==> config.mk <==
export PLATFORM = sky130hd
export DESIGN_NAME = life_event_arbiter_flat
export DESIGN_NICKNAME = d
export VERILOG_FILES = /design/src/rtl/life_event_arbiter_if.sv /design/src/rtl/life_event_arbiter.sv /design/src/flat_wrapper.sv
export SDC_FILE = /design/constraint.sdc
export NUM_CORES = 1
export LEC_CHECK = 0
export ABC_AREA = 1
export ABC_CLOCK_PERIOD_IN_PS = 1950
export CAP_MARGIN = 20
export CORE_ASPECT_RATIO = 1.25
export CORE_MARGIN = 2
export CORE_UTILIZATION = 49
export CTS_CLUSTER_SIZE = 24
export DETAILED_ROUTE_END_ITERATION = 8
export PLACE_DENSITY = 0.75
export SLEW_MARGIN = 20
export SYNTH_ARGS = -nofsm -noshare
export SYNTH_HDL_FRONTEND = slang
export SYNTH_SLANG_ARGS = --single-unit
==> constraint.sdc <==
create_clock -name clk -period 1.95 [get_ports clk]
set_input_delay 0.2925 -clock clk [delete_from_list [all_inputs] [get_ports clk]]
set_output_delay 0.2925 -clock clk [all_outputs]
set_load 0.02 [all_outputs]
==> src/rtl/life_event_arbiter_if.sv <==
// Event/command bundle between the gameplay logic, the arbiter and the life tracker.
// Carries raw event pulses and the life feedback in; one-hot commands and status out.
// No handshake: every pulse is a single-cycle strobe sampled on the clock edge.
interface life_event_arbiter_if;
  logic       startOfFrame;
  logic       hitEnemy;
  logic       hitSpell;
  logic       pickupPotion;
  logic       levelStart;
  logic [2:0] currLife;
  logic [2:0] amount;
  logic       enableSetLife;
  logic       enableAddLife;
  logic       enableRemoveLife;
  logic       invulnerable;
  logic       blink;
  logic       gameOver;

  // Environment side: produces events and life feedback, consumes commands.
  modport master (
    output startOfFrame, hitEnemy, hitSpell, pickupPotion, levelStart, currLife,
    input  amount, enableSetLife, enableAddLife, enableRemoveLife, invulnerable, blink, gameOver
  );

  // Arbiter side.
  modport slave (
    input  startOfFrame, hitEnemy, hitSpell, pickupPotion, levelStart, currLife,
    output amount, enableSetLife, enableAddLife, enableRemoveLife, invulnerable, blink, gameOver
  );
endinterface

==> src/rtl/life_event_arbiter.sv <==
// Turns gameplay events into one-hot set/add/remove life commands with invulnerability and heal clamp.
// Latency: event -> pending 1 cycle, pending -> command 1 cycle when idle; commands spaced >= 3 cycles.
// No backpressure: events are accumulated (saturating) while a command settles, or dropped when gated.
module life_event_arbiter #(
  parameter int START_LIFE    = 3,
  parameter int MAX_LIFE      = 5,
  parameter int ENEMY_DMG     = 1,
  parameter int SPELL_DMG     = 2,
  parameter int POTION_HEAL   = 1,
  parameter int INVULN_FRAMES = 60,
  parameter int BLINK_FRAMES  = 4
) (
  input  logic                clk,
  input  logic                resetN,
  life_event_arbiter_if.slave bus
);

  localparam int CNT_W = $clog2(INVULN_FRAMES + 1);
  localparam int BLK_W = (BLINK_FRAMES > 1) ? $clog2(BLINK_FRAMES) : 1;

  localparam logic [2:0]       START_L  = 3'(START_LIFE);
  localparam logic [2:0]       MAX_L    = 3'(MAX_LIFE);
  localparam logic [4:0]       ENEMY_D  = 5'(ENEMY_DMG);
  localparam logic [4:0]       SPELL_D  = 5'(SPELL_DMG);
  localparam logic [4:0]       POTION_H = 5'(POTION_HEAL);
  localparam logic [CNT_W-1:0] INV_LOAD = CNT_W'(INVULN_FRAMES);
  localparam logic [BLK_W-1:0] BLK_LAST = BLK_W'(BLINK_FRAMES - 1);

  typedef enum logic [1:0] {
    IDLE   = 2'd0,
    SETTLE = 2'd1,
    CHECK  = 2'd2
  } state_t;

  state_t           r_state;
  logic             r_pendStart;
  logic [2:0]       r_pendDmg;
  logic [2:0]       r_pendHeal;
  logic [CNT_W-1:0] r_invCnt;
  logic [BLK_W-1:0] r_blinkCnt;
  logic             r_blinkPhase;
  logic [2:0]       r_amount;
  logic             r_enSet;
  logic             r_enAdd;
  logic             r_enRem;
  logic             r_gameOver;

  logic             w_invuln;
  logic             w_idle;
  logic             w_takeStart;
  logic             w_takeDmg;
  logic             w_takeHeal;
  logic             w_hitOk;
  logic             w_potOk;
  logic [2:0]       w_room;
  logic [2:0]       w_healAmt;
  logic [4:0]       w_dmgIn;
  logic [4:0]       w_dmgSum;
  logic [4:0]       w_healSum;

  assign w_invuln = (r_invCnt != '0);
  assign w_idle   = (r_state == IDLE);

  // Priority start > damage > heal; damage waits out invulnerability, nothing but start after game over.
  assign w_takeStart = w_idle && r_pendStart;
  assign w_takeDmg   = w_idle && !r_pendStart && (r_pendDmg != 3'd0) && !w_invuln && !r_gameOver;
  assign w_takeHeal  = w_idle && !r_pendStart && !w_takeDmg && (r_pendHeal != 3'd0) && !r_gameOver;

  // Heal never pushes life above the ceiling; a full player simply loses the pending heal.
  assign w_room    = (bus.currLife >= MAX_L) ? 3'd0 : (MAX_L - bus.currLife);
  assign w_healAmt = (r_pendHeal < w_room) ? r_pendHeal : w_room;

  // Gating uses the registered status, so a hit in the cycle a REMOVE issues still counts.
  assign w_hitOk = !w_invuln && !r_gameOver;
  assign w_potOk = !r_gameOver;

  assign w_dmgIn   = (bus.hitEnemy ? ENEMY_D : 5'd0) + (bus.hitSpell ? SPELL_D : 5'd0);
  assign w_dmgSum  = ((w_takeStart || w_takeDmg) ? 5'd0 : {2'b00, r_pendDmg})
                   + (w_hitOk ? w_dmgIn : 5'd0);
  assign w_healSum = ((w_takeStart || w_takeHeal) ? 5'd0 : {2'b00, r_pendHeal})
                   + ((w_potOk && bus.pickupPotion) ? POTION_H : 5'd0);

  // Pending capture: consume first, then add this cycle's events so nothing arriving now is lost.
  always_ff @(posedge clk or negedge resetN) begin
    if (!resetN) begin
      r_pendStart <= 1'b0;
      r_pendDmg   <= 3'd0;
      r_pendHeal  <= 3'd0;
    end else begin
      r_pendStart <= bus.levelStart || (r_pendStart && !w_takeStart);
      r_pendDmg   <= (w_dmgSum > 5'd7) ? 3'd7 : w_dmgSum[2:0];
      r_pendHeal  <= (w_healSum > 5'd7) ? 3'd7 : w_healSum[2:0];
    end
  end

  // Command FSM with registered one-hot enables, amount and sticky game-over flag.
  always_ff @(posedge clk or negedge resetN) begin
    if (!resetN) begin
      r_state    <= IDLE;
      r_amount   <= 3'd0;
      r_enSet    <= 1'b0;
      r_enAdd    <= 1'b0;
      r_enRem    <= 1'b0;
      r_gameOver <= 1'b0;
    end else begin
      r_amount <= 3'd0;
      r_enSet  <= 1'b0;
      r_enAdd  <= 1'b0;
      r_enRem  <= 1'b0;
      case (r_state)
        IDLE: begin
          if (w_takeStart) begin
            r_enSet    <= 1'b1;
            r_amount   <= START_L;
            r_gameOver <= 1'b0;
            r_state    <= SETTLE;
          end else if (w_takeDmg) begin
            r_enRem  <= 1'b1;
            r_amount <= r_pendDmg;
            r_state  <= SETTLE;
          end else if (w_takeHeal && (w_healAmt != 3'd0)) begin
            r_enAdd  <= 1'b1;
            r_amount <= w_healAmt;
            r_state  <= SETTLE;
          end
        end
        SETTLE: r_state <= CHECK;
        CHECK: begin
          if (bus.currLife == 3'd0) r_gameOver <= 1'b1;
          r_state <= IDLE;
        end
        default: r_state <= IDLE;
      endcase
    end
  end

  // Invulnerability frame counter and blink phase; a REMOVE restarts both, a SET cancels them.
  always_ff @(posedge clk or negedge resetN) begin
    if (!resetN) begin
      r_invCnt     <= '0;
      r_blinkCnt   <= '0;
      r_blinkPhase <= 1'b0;
    end else if (w_takeDmg) begin
      r_invCnt     <= INV_LOAD;
      r_blinkCnt   <= '0;
      r_blinkPhase <= 1'b1;
    end else if (w_takeStart) begin
      r_invCnt     <= '0;
      r_blinkCnt   <= '0;
      r_blinkPhase <= 1'b0;
    end else if (bus.startOfFrame && w_invuln) begin
      r_invCnt <= r_invCnt - CNT_W'(1);
      if (r_blinkCnt == BLK_LAST) begin
        r_blinkCnt   <= '0;
        r_blinkPhase <= ~r_blinkPhase;
      end else begin
        r_blinkCnt <= r_blinkCnt + BLK_W'(1);
      end
    end
  end

  assign bus.amount           = r_amount;
  assign bus.enableSetLife    = r_enSet;
  assign bus.enableAddLife    = r_enAdd;
  assign bus.enableRemoveLife = r_enRem;
  assign bus.invulnerable     = w_invuln;
  assign bus.blink            = r_blinkPhase && w_invuln;
  assign bus.gameOver         = r_gameOver;

endmodule

==> src/flat_wrapper.sv <==
// flat-port wrapper written by rule: the top's interface ports become plain ports
module life_event_arbiter_flat 
#(
  parameter int START_LIFE    = 3,
  parameter int MAX_LIFE      = 5,
  parameter int ENEMY_DMG     = 1,
  parameter int SPELL_DMG     = 2,
  parameter int POTION_HEAL   = 1,
  parameter int INVULN_FRAMES = 60,
  parameter int BLINK_FRAMES  = 4
)
  (clk, resetN, bus_startOfFrame, bus_hitEnemy, bus_hitSpell, bus_pickupPotion, bus_levelStart, bus_currLife, bus_amount, bus_enableSetLife, bus_enableAddLife, bus_enableRemoveLife, bus_invulnerable, bus_blink, bus_gameOver);
  life_event_arbiter_if bus_i ();
  input  logic clk;
  input  logic resetN;
  input wire logic [$bits(bus_i.startOfFrame)-1:0] bus_startOfFrame;
  input wire logic [$bits(bus_i.hitEnemy)-1:0] bus_hitEnemy;
  input wire logic [$bits(bus_i.hitSpell)-1:0] bus_hitSpell;
  input wire logic [$bits(bus_i.pickupPotion)-1:0] bus_pickupPotion;
  input wire logic [$bits(bus_i.levelStart)-1:0] bus_levelStart;
  input wire logic [$bits(bus_i.currLife)-1:0] bus_currLife;
  output wire logic [$bits(bus_i.amount)-1:0] bus_amount;
  output wire logic [$bits(bus_i.enableSetLife)-1:0] bus_enableSetLife;
  output wire logic [$bits(bus_i.enableAddLife)-1:0] bus_enableAddLife;
  output wire logic [$bits(bus_i.enableRemoveLife)-1:0] bus_enableRemoveLife;
  output wire logic [$bits(bus_i.invulnerable)-1:0] bus_invulnerable;
  output wire logic [$bits(bus_i.blink)-1:0] bus_blink;
  output wire logic [$bits(bus_i.gameOver)-1:0] bus_gameOver;
  assign bus_i.startOfFrame = bus_startOfFrame;
  assign bus_i.hitEnemy = bus_hitEnemy;
  assign bus_i.hitSpell = bus_hitSpell;
  assign bus_i.pickupPotion = bus_pickupPotion;
  assign bus_i.levelStart = bus_levelStart;
  assign bus_i.currLife = bus_currLife;
  assign bus_amount = bus_i.amount;
  assign bus_enableSetLife = bus_i.enableSetLife;
  assign bus_enableAddLife = bus_i.enableAddLife;
  assign bus_enableRemoveLife = bus_i.enableRemoveLife;
  assign bus_invulnerable = bus_i.invulnerable;
  assign bus_blink = bus_i.blink;
  assign bus_gameOver = bus_i.gameOver;
  life_event_arbiter #(.START_LIFE(START_LIFE), .MAX_LIFE(MAX_LIFE), .ENEMY_DMG(ENEMY_DMG), .SPELL_DMG(SPELL_DMG), .POTION_HEAL(POTION_HEAL), .INVULN_FRAMES(INVULN_FRAMES), .BLINK_FRAMES(BLINK_FRAMES)) u_core (.clk(clk), .resetN(resetN), .bus(bus_i));
endmodule
**After elaboration in Yosys (flattened, before gate mapping)**

Cells that the tools add are included.

- Register bits after elaboration: 25
- Bits in latches: 0
- RAM bits: 0
- Memory bits (read-only): 0
- Bits of input ports: 10
- Output and inout port bits: 9
- Word-level logic and storage cells: 103
- Memories: 0

- $add $sub $neg: 6
- Multipliers: 0
- Div/mod/pow operators: 0
- Magnitude comparators: 4
- Equality and inequality tests: 6
- Shift-type cells: 0
- Muxes and demuxes: 41
- Bitwise logic cells: 1
- Reductions and logical operators: 33

Operator list:

| operator | number |
|---|---|
| $mux W3 | 10 |
| $mux W6 | 3 |
| $mux W1 | 17 |
| $mux W2 | 8 |
| $add A5 B5 Y5 | 3 |
| $reduce_bool A3 Y1 | 5 |
| $logic_and A1 B1 Y1 | 14 |
| $gt A5 B3 Y1 const B | 2 |
| $reduce_bool A6 Y1 | 1 |
| $sub A6 B1 Y6 const B | 1 |
| $logic_not A1 Y1 | 5 |
| $mux W5 | 1 |
| $eq A2 B2 Y1 const B | 2 |
| $ne A4 B4 Y1 const B | 1 |
| $pmux W2 S2 | 1 |
| $ge A3 B3 Y1 const B | 1 |
| $logic_not A3 Y1 | 1 |
| $logic_or A1 B1 Y1 | 3 |
| $lt A3 B3 Y1 | 1 |
| $reduce_and A3 Y1 | 1 |
| $sub A3 B3 Y3 const A | 1 |
| $add A2 B1 Y2 const B | 1 |
| $eq A2 B1 Y1 const B | 1 |
| $logic_not A2 Y1 | 1 |
| other kinds (6) | 6 |

**Depth between registers and ports, before layout**

- Depth in word-level cells: 14
- Depth in mapped cells: 13
- Depth with buffers taken out: 13

**Worst setup path after synthesis**

OpenSTA, ideal clock, no wires.

- Kind: reg-to-reg
- Start point: register u_core.r_invCnt[0]
- End point: register u_core.r_pendDmg[2]
- Arrival time: 2035 ps
- Setup slack: -167 ps
- Stages on the path, launching flop included: 13
- Clock period less this slack: 2117 ps
- Cells stage by stage: dfrtp_1 inv_1 ha_1 nand3_4 inv_2 nand3_4 nand2_4 nor2_1 ha_1 fa_1 inv_1 nor2_1 o21ai_0

- Cells in the longest elaborated chain, start to end: 9
- Elaborated cells between the ends (all ways): 11
- Classes of those cells: add/sub (1); order compare (1); mux (3); reduce/logical (6)

Ends and longest elaborated chain:

| what | RTL line | text |
|---|---|---|
| start: declaration | life_event_arbiter.sv:39 | `logic [CNT_W-1:0] r_invCnt;` |
| start signal: assignment | life_event_arbiter.sv:152 | `r_invCnt <= r_invCnt - CNT_W'(1);` |
| $reduce_bool A6 Y1 (*) | life_event_arbiter.sv:61 | `assign w_invuln = (r_invCnt != '0);` |
| named net bus_invulnerable | flat_wrapper.sv:26 | `output wire logic [$bits(bus_i.invulnerable)-1:0] bus_invulnerable;` |
| $logic_not A1 Y1 (*) | life_event_arbiter.sv:66, life_event_arbiter.sv:74 |  |
| $logic_and A1 B1 Y1 (2 in a row) | life_event_arbiter.sv:66 | `assign w_takeDmg = w_idle && !r_pendStart && (r_pendDmg != 3'd0) && !w_invuln && !r_gameOver;` |
| $logic_or A1 B1 Y1 | life_event_arbiter.sv:78 | `assign w_dmgSum = ((w_takeStart \|\| w_takeDmg) ? 5'd0 : {2'b00, r_pendDmg})` |
| $mux W3 | life_event_arbiter.sv:78 |  |
| $add A5 B5 Y5 (*) | life_event_arbiter.sv:79 | `+ (w_hitOk ? w_dmgIn : 5'd0);` |
| $gt A5 B3 Y1 | life_event_arbiter.sv:91 | `r_pendDmg <= (w_dmgSum > 5'd7) ? 3'd7 : w_dmgSum[2:0];` |
| $mux W3 (*) | life_event_arbiter.sv:91 |  |
| end signal: assignment | life_event_arbiter.sv:91 |  |
| end: declaration | life_event_arbiter.sv:37 | `logic [2:0] r_pendDmg;` |

Mark *: on every way through the listed nets, which the timed path passes. The rest lies on a longest branch.
A chain may end at the register's enable or synchronous reset.

**Final worst setup path**

- Start point: register u_core.r_invCnt[1]
- End point: register u_core.r_pendDmg[1]

- Cells in the longest elaborated chain, start to end: 9
- Elaborated cells between the ends (all ways): 11
- Classes of those cells: add/sub (1); order compare (1); mux (3); reduce/logical (6)

Ends and longest elaborated chain:

| what | RTL line |
|---|---|
| $reduce_bool A6 Y1 (*) | life_event_arbiter.sv:61 |
| $logic_not A1 Y1 (*) | life_event_arbiter.sv:66, life_event_arbiter.sv:74 |
| $logic_and A1 B1 Y1 (2 in a row) | life_event_arbiter.sv:66 |
| $logic_or A1 B1 Y1 | life_event_arbiter.sv:78 |
| $mux W3 | life_event_arbiter.sv:78 |
| $add A5 B5 Y5 (*) | life_event_arbiter.sv:79 |
| $gt A5 B3 Y1 | life_event_arbiter.sv:91 |
| $mux W3 (*) | life_event_arbiter.sv:91 |

Every way passes the cells marked *; elsewhere a longest branch is shown, timed or not.

==> summary.md <==
| Metric | Value |
|---|---|
| Crit Path Category | reg2reg |
| Crit path largest cell delay | 0.53 ns |
| Total of max-cap violations | 0 |
| Overall Global Routing Usage | 20.42% |
| Minimum hold slack | 0.3145 ns |
| Non-filler cells in the finished layout | 260 |
| Via total after detailed routing | 1309 |
| Layout overhead on the synthesized area | 28.05% |
| DRC Markers | 0 |
| Clock buffer count from CTS | 3 |
| Data arrival, critical path | 2.20 ns |
| Post-placement cell area | 1844 um2 |
| Standard-cell rows | 22 |
| Root buffer cell | sky130_fd_sc_hd__clkbuf_4 |
| Wire length of the first global-routing pass | 5.409 mm |
| Most frequent cell after synthesis | sky130_fd_sc_hd__nand2_1 |
| Routed Wire Length | 3.198 mm |
| Final period demand of the worst path | 1.940 ns |
| PD cells | 1476 nW/um2 |
| Routability-driven placement congestion ratio | 0.7834 |
| Startpoint class of the critical path | register |
| Yosys warning total | 0 |
| Max Used Layer | met4 |
| Worst reg2reg endpoint | u_core.r_pendDmg[1]$_DFF_PN0_ |
| Final nets | 246 |
| Flip-flop cell with the highest count after synthesis | sky130_fd_sc_hd__dfrtp_1 |
| Length in cells of the worst reg-to-reg path | 11 |
| Die Wd | 54.13 um |
| Register-to-Register Setup Slack | 0.01 ns |
| Met1 wire length | 1.225 mm |
| Final Power | 0.002910 W |
| Unrepaired setup endpoints after global routing | yes |
| Maximum operating frequency | 515.5 MHz |
| First-pass detailed-route iteration total | 4 |
| Most numerous cell types in the synthesized netlist | sky130_fd_sc_hd__nand2_1 (40), sky130_fd_sc_hd__inv_1 (35), sky130_fd_sc_hd__dfrtp_1 (25), sky130_fd_sc_hd__nor2_1 (15), sky130_fd_sc_hd__ha_1 (10) |
| Portion of the post-synthesis area used by sequential elements | 40.65% |
| Vias in the first global route | 1313 |
| Remaining max-slew budget at the tightest pin | 78.68% |
| IR Drop Worst-Case VDD | 0.7778 mV |
| Number of synthesized register bits | 25 |
| Cell variety after synth | 28 |
| Depth of the critical timing path with buffers and inverters included | 11 |
| TritonCTS clock tree | done |
| Cell class contributing the biggest share of worst-path delay | adder cells |
| Setup crit end | u_core.r_pendDmg[1]$_DFF_PN0_ |
| Initial core utilization | 51.77% |
| Initial antenna violation count | 0 |
| Startpoint of the lowest-slack register-to-register path | u_core.r_invCnt[1]$_DFFE_PN0P_ |
| Post-synth top area cell | sky130_fd_sc_hd__dfrtp_1 |
| Maximum fanout encountered on the critical timing path | 3 |
| Final count of pins violating max slew | 0 |
| Run status | finished, final reports clean |
| Count of buffers inserted at the top-level ports | 18 |
| Critical path buffers and inverters | 3 |
| Class of the most critical hold timing path | in2async |
| Pin count of the biggest net entering global routing | 26 |
| Slowest stage cell on the critical path | sky130_fd_sc_hd__fa_2 |
| Clock Sink Count | 25 |
| Average wire length per cell after detail routing | 12.30 um |
| Layout Cell Area excl Fill | 1971 um2 |
| Drt initial violations | 23 |
| Via count normalized by instance count | 5.035 |
| Final cell utilization of the core | 66.29% |
| Core Box Area | 2973 um2 |
| Type of destination of the critical path | register |
| Number of flops mapped to enable cells by yosys | 0 |
| Worst-margin pin slew | 0.3198 ns |
| Average footprint of a synthesized cell | 8.274 um2 |
| P_leak | 1.012 nW |
| Tcrit/Tclk final | 99.49% |
| Routed length on met2 | 1.824 mm |
| Final setup violation count | 0 |
| Worst clock skew on the final layout | 0.006751 ns |
| Routed met3 length | 97 um |
| Post-route antenna net violation count | 0 |
| Chip height | 66.66 um |
| I/O pin count | 19 |
| Net count of the mapped netlist | 207 |
| Diodes inserted | 0 |
| Number of buffers added to fix hold violations after cts | 0 |
| Area of the mapped netlist | 1539 um2 |
| Overflow after GRT | 0 |
| Clock tree buffer depth | 2 |
| Crit path cell chain | inv_2, ha_4, nand3_4, inv_4, nand3_4, nand2_4, nor2_2, ha_2, fa_2, inv_2, nand2_2 |
| Number of instances in the placed design | 248 |
| Clock transition at the register clock pins on the worst setup and hold paths after CTS | 0.14 ns |
| Share of the synthesized area in the top cell type | 40.65% |
| Post-synthesis cell count | 186 |
| Proportion of synthesized flip-flops having asynchronous set or reset | 100.0% |
| CTS H-tree depth | 1 |
| Fraction of layout instances using a drive strength above 1 | 25.00% |
| Worst skew pair latency | 0.31 ns |
| Estimated wirelength of the detail-placed design | 2.459 mm |
| Critical Path Start | u_core.r_invCnt[1]$_DFFE_PN0P_ |
| Final number of hold-violating endpoints | 0 |
| Area contributors post-synth | sky130_fd_sc_hd__dfrtp_1 (41%), sky130_fd_sc_hd__nand2_1 (9.8%), sky130_fd_sc_hd__inv_1 (8.5%) |
| Data required time of the critical path | 2.21 ns |
| Area of the die | 3608 um2 |
==> metal layers <==
metal	track usage, %	up-vias
met1	21.58	618
met5	0	-
met4	5.625	0
met3	2.242	6
met2	40.21	27
li1	-	658
==> logic make-up (layout without fill, tap and decap cells) <==
kind of cell / after synthesis / in the layout / share of synthesized area [%]
XOR/XNOR: 3 / 3 / 1.708
adder cells (fa/ha/maj): 11 / 11 / 9.431
AO/OA/AOI/OAI: 24 / 24 / 9.187
flip-flops: 25 / 25 / 40.65
AND/OR/NAND/NOR: 84 / 84 / 29.35
buffers and inverters: 39 / 77 / 9.675
==> repair_timing <==
action	4_1_cts	5_1_grt
pin swaps	2	5
resized for setup	2	16
setup endpoints to repair	4	7
setup buffers	2	6
==> placed cells by master (no fill, tap or decap), drive strengths merged <==
cell / synthesis / final
a21o: 1 / 1
a21oi: 5 / 5
buf: 0 / 16
clkbuf: 0 / 4
clkdlybuf4s15: 0 / 1
clkdlybuf4s50: 0 / 16
dfrtp: 25 / 25
dlygate4sd2: 0 / 1
fa: 1 / 1
ha: 10 / 10
inv: 39 / 39
nand2: 45 / 45
nand3: 12 / 12
nand4: 3 / 3
nor2: 21 / 21
nor3: 2 / 2
o211ai: 3 / 3
o21ai: 14 / 14
o21bai: 1 / 1
or2: 1 / 1
xnor2: 1 / 1
xor2: 2 / 2
==> through the flow <==
stage	setup TNS, ns	worst slack, ns
floorplan	0	0.01603
global placement	-0.08224	-0.03568
detailed placement	-0.3764	-0.1172
CTS	0	0.003119
global route	-0.1828	-0.05530
finish	0	0.009996
==> worst min path at each step <==
stage | slack, ns | depth (start not counted) | endpoint | start
floorplan | -0.003 | 0 | u_core.bus.amount[0]$_DFF_PN0_ | resetN
global placement | 0.47 | 1 | u_core.r_blinkCnt[0]$_DFFE_PN0P_ | u_core.r_blinkCnt[0]$_DFFE_PN0P_
detailed placement | 0.48 | 1 | u_core.r_blinkCnt[0]$_DFFE_PN0P_ | u_core.r_blinkCnt[0]$_DFFE_PN0P_
finish | 0.31 | 2 | u_core.r_invCnt[2]$_DFFE_PN0P_ | resetN
global route | 0.35 | 2 | u_core.r_invCnt[2]$_DFFE_PN0P_ | resetN
CTS | 0.32 | 2 | u_core.r_invCnt[2]$_DFFE_PN0P_ | resetN
==> area by class of cell <==
| type | count | area [um2] |
|---|---|---|
| clock buffer | 4 | 26.28 |
| fill | 268 | 1002 |
| inverter | 39 | 151.4 |
| multi-input combinational | 122 | 823.3 |
| sequential | 25 | 625.6 |
| tap | 36 | 45.04 |
| timing repair buffer | 34 | 299.0 |
==> where the power goes <==
part | total, W | internal (W) | switching [W]
Clock | 0.000230 | 0.0000799 | 0.000150
Combinational | 0.00180 | 0.000755 | 0.00104
Sequential | 0.000880 | 0.000717 | 0.000163
==> sequential cells by signal (all words and copies together), names as in the netlist, 2 cells and up <==
name               count
u_core.r_state         2
u_core.r_pendHeal      3
u_core.bus.amount      3
u_core.r_blinkCnt      2
u_core.r_invCnt        6
u_core.r_pendDmg       3
(Power assumes the default switching activity.)
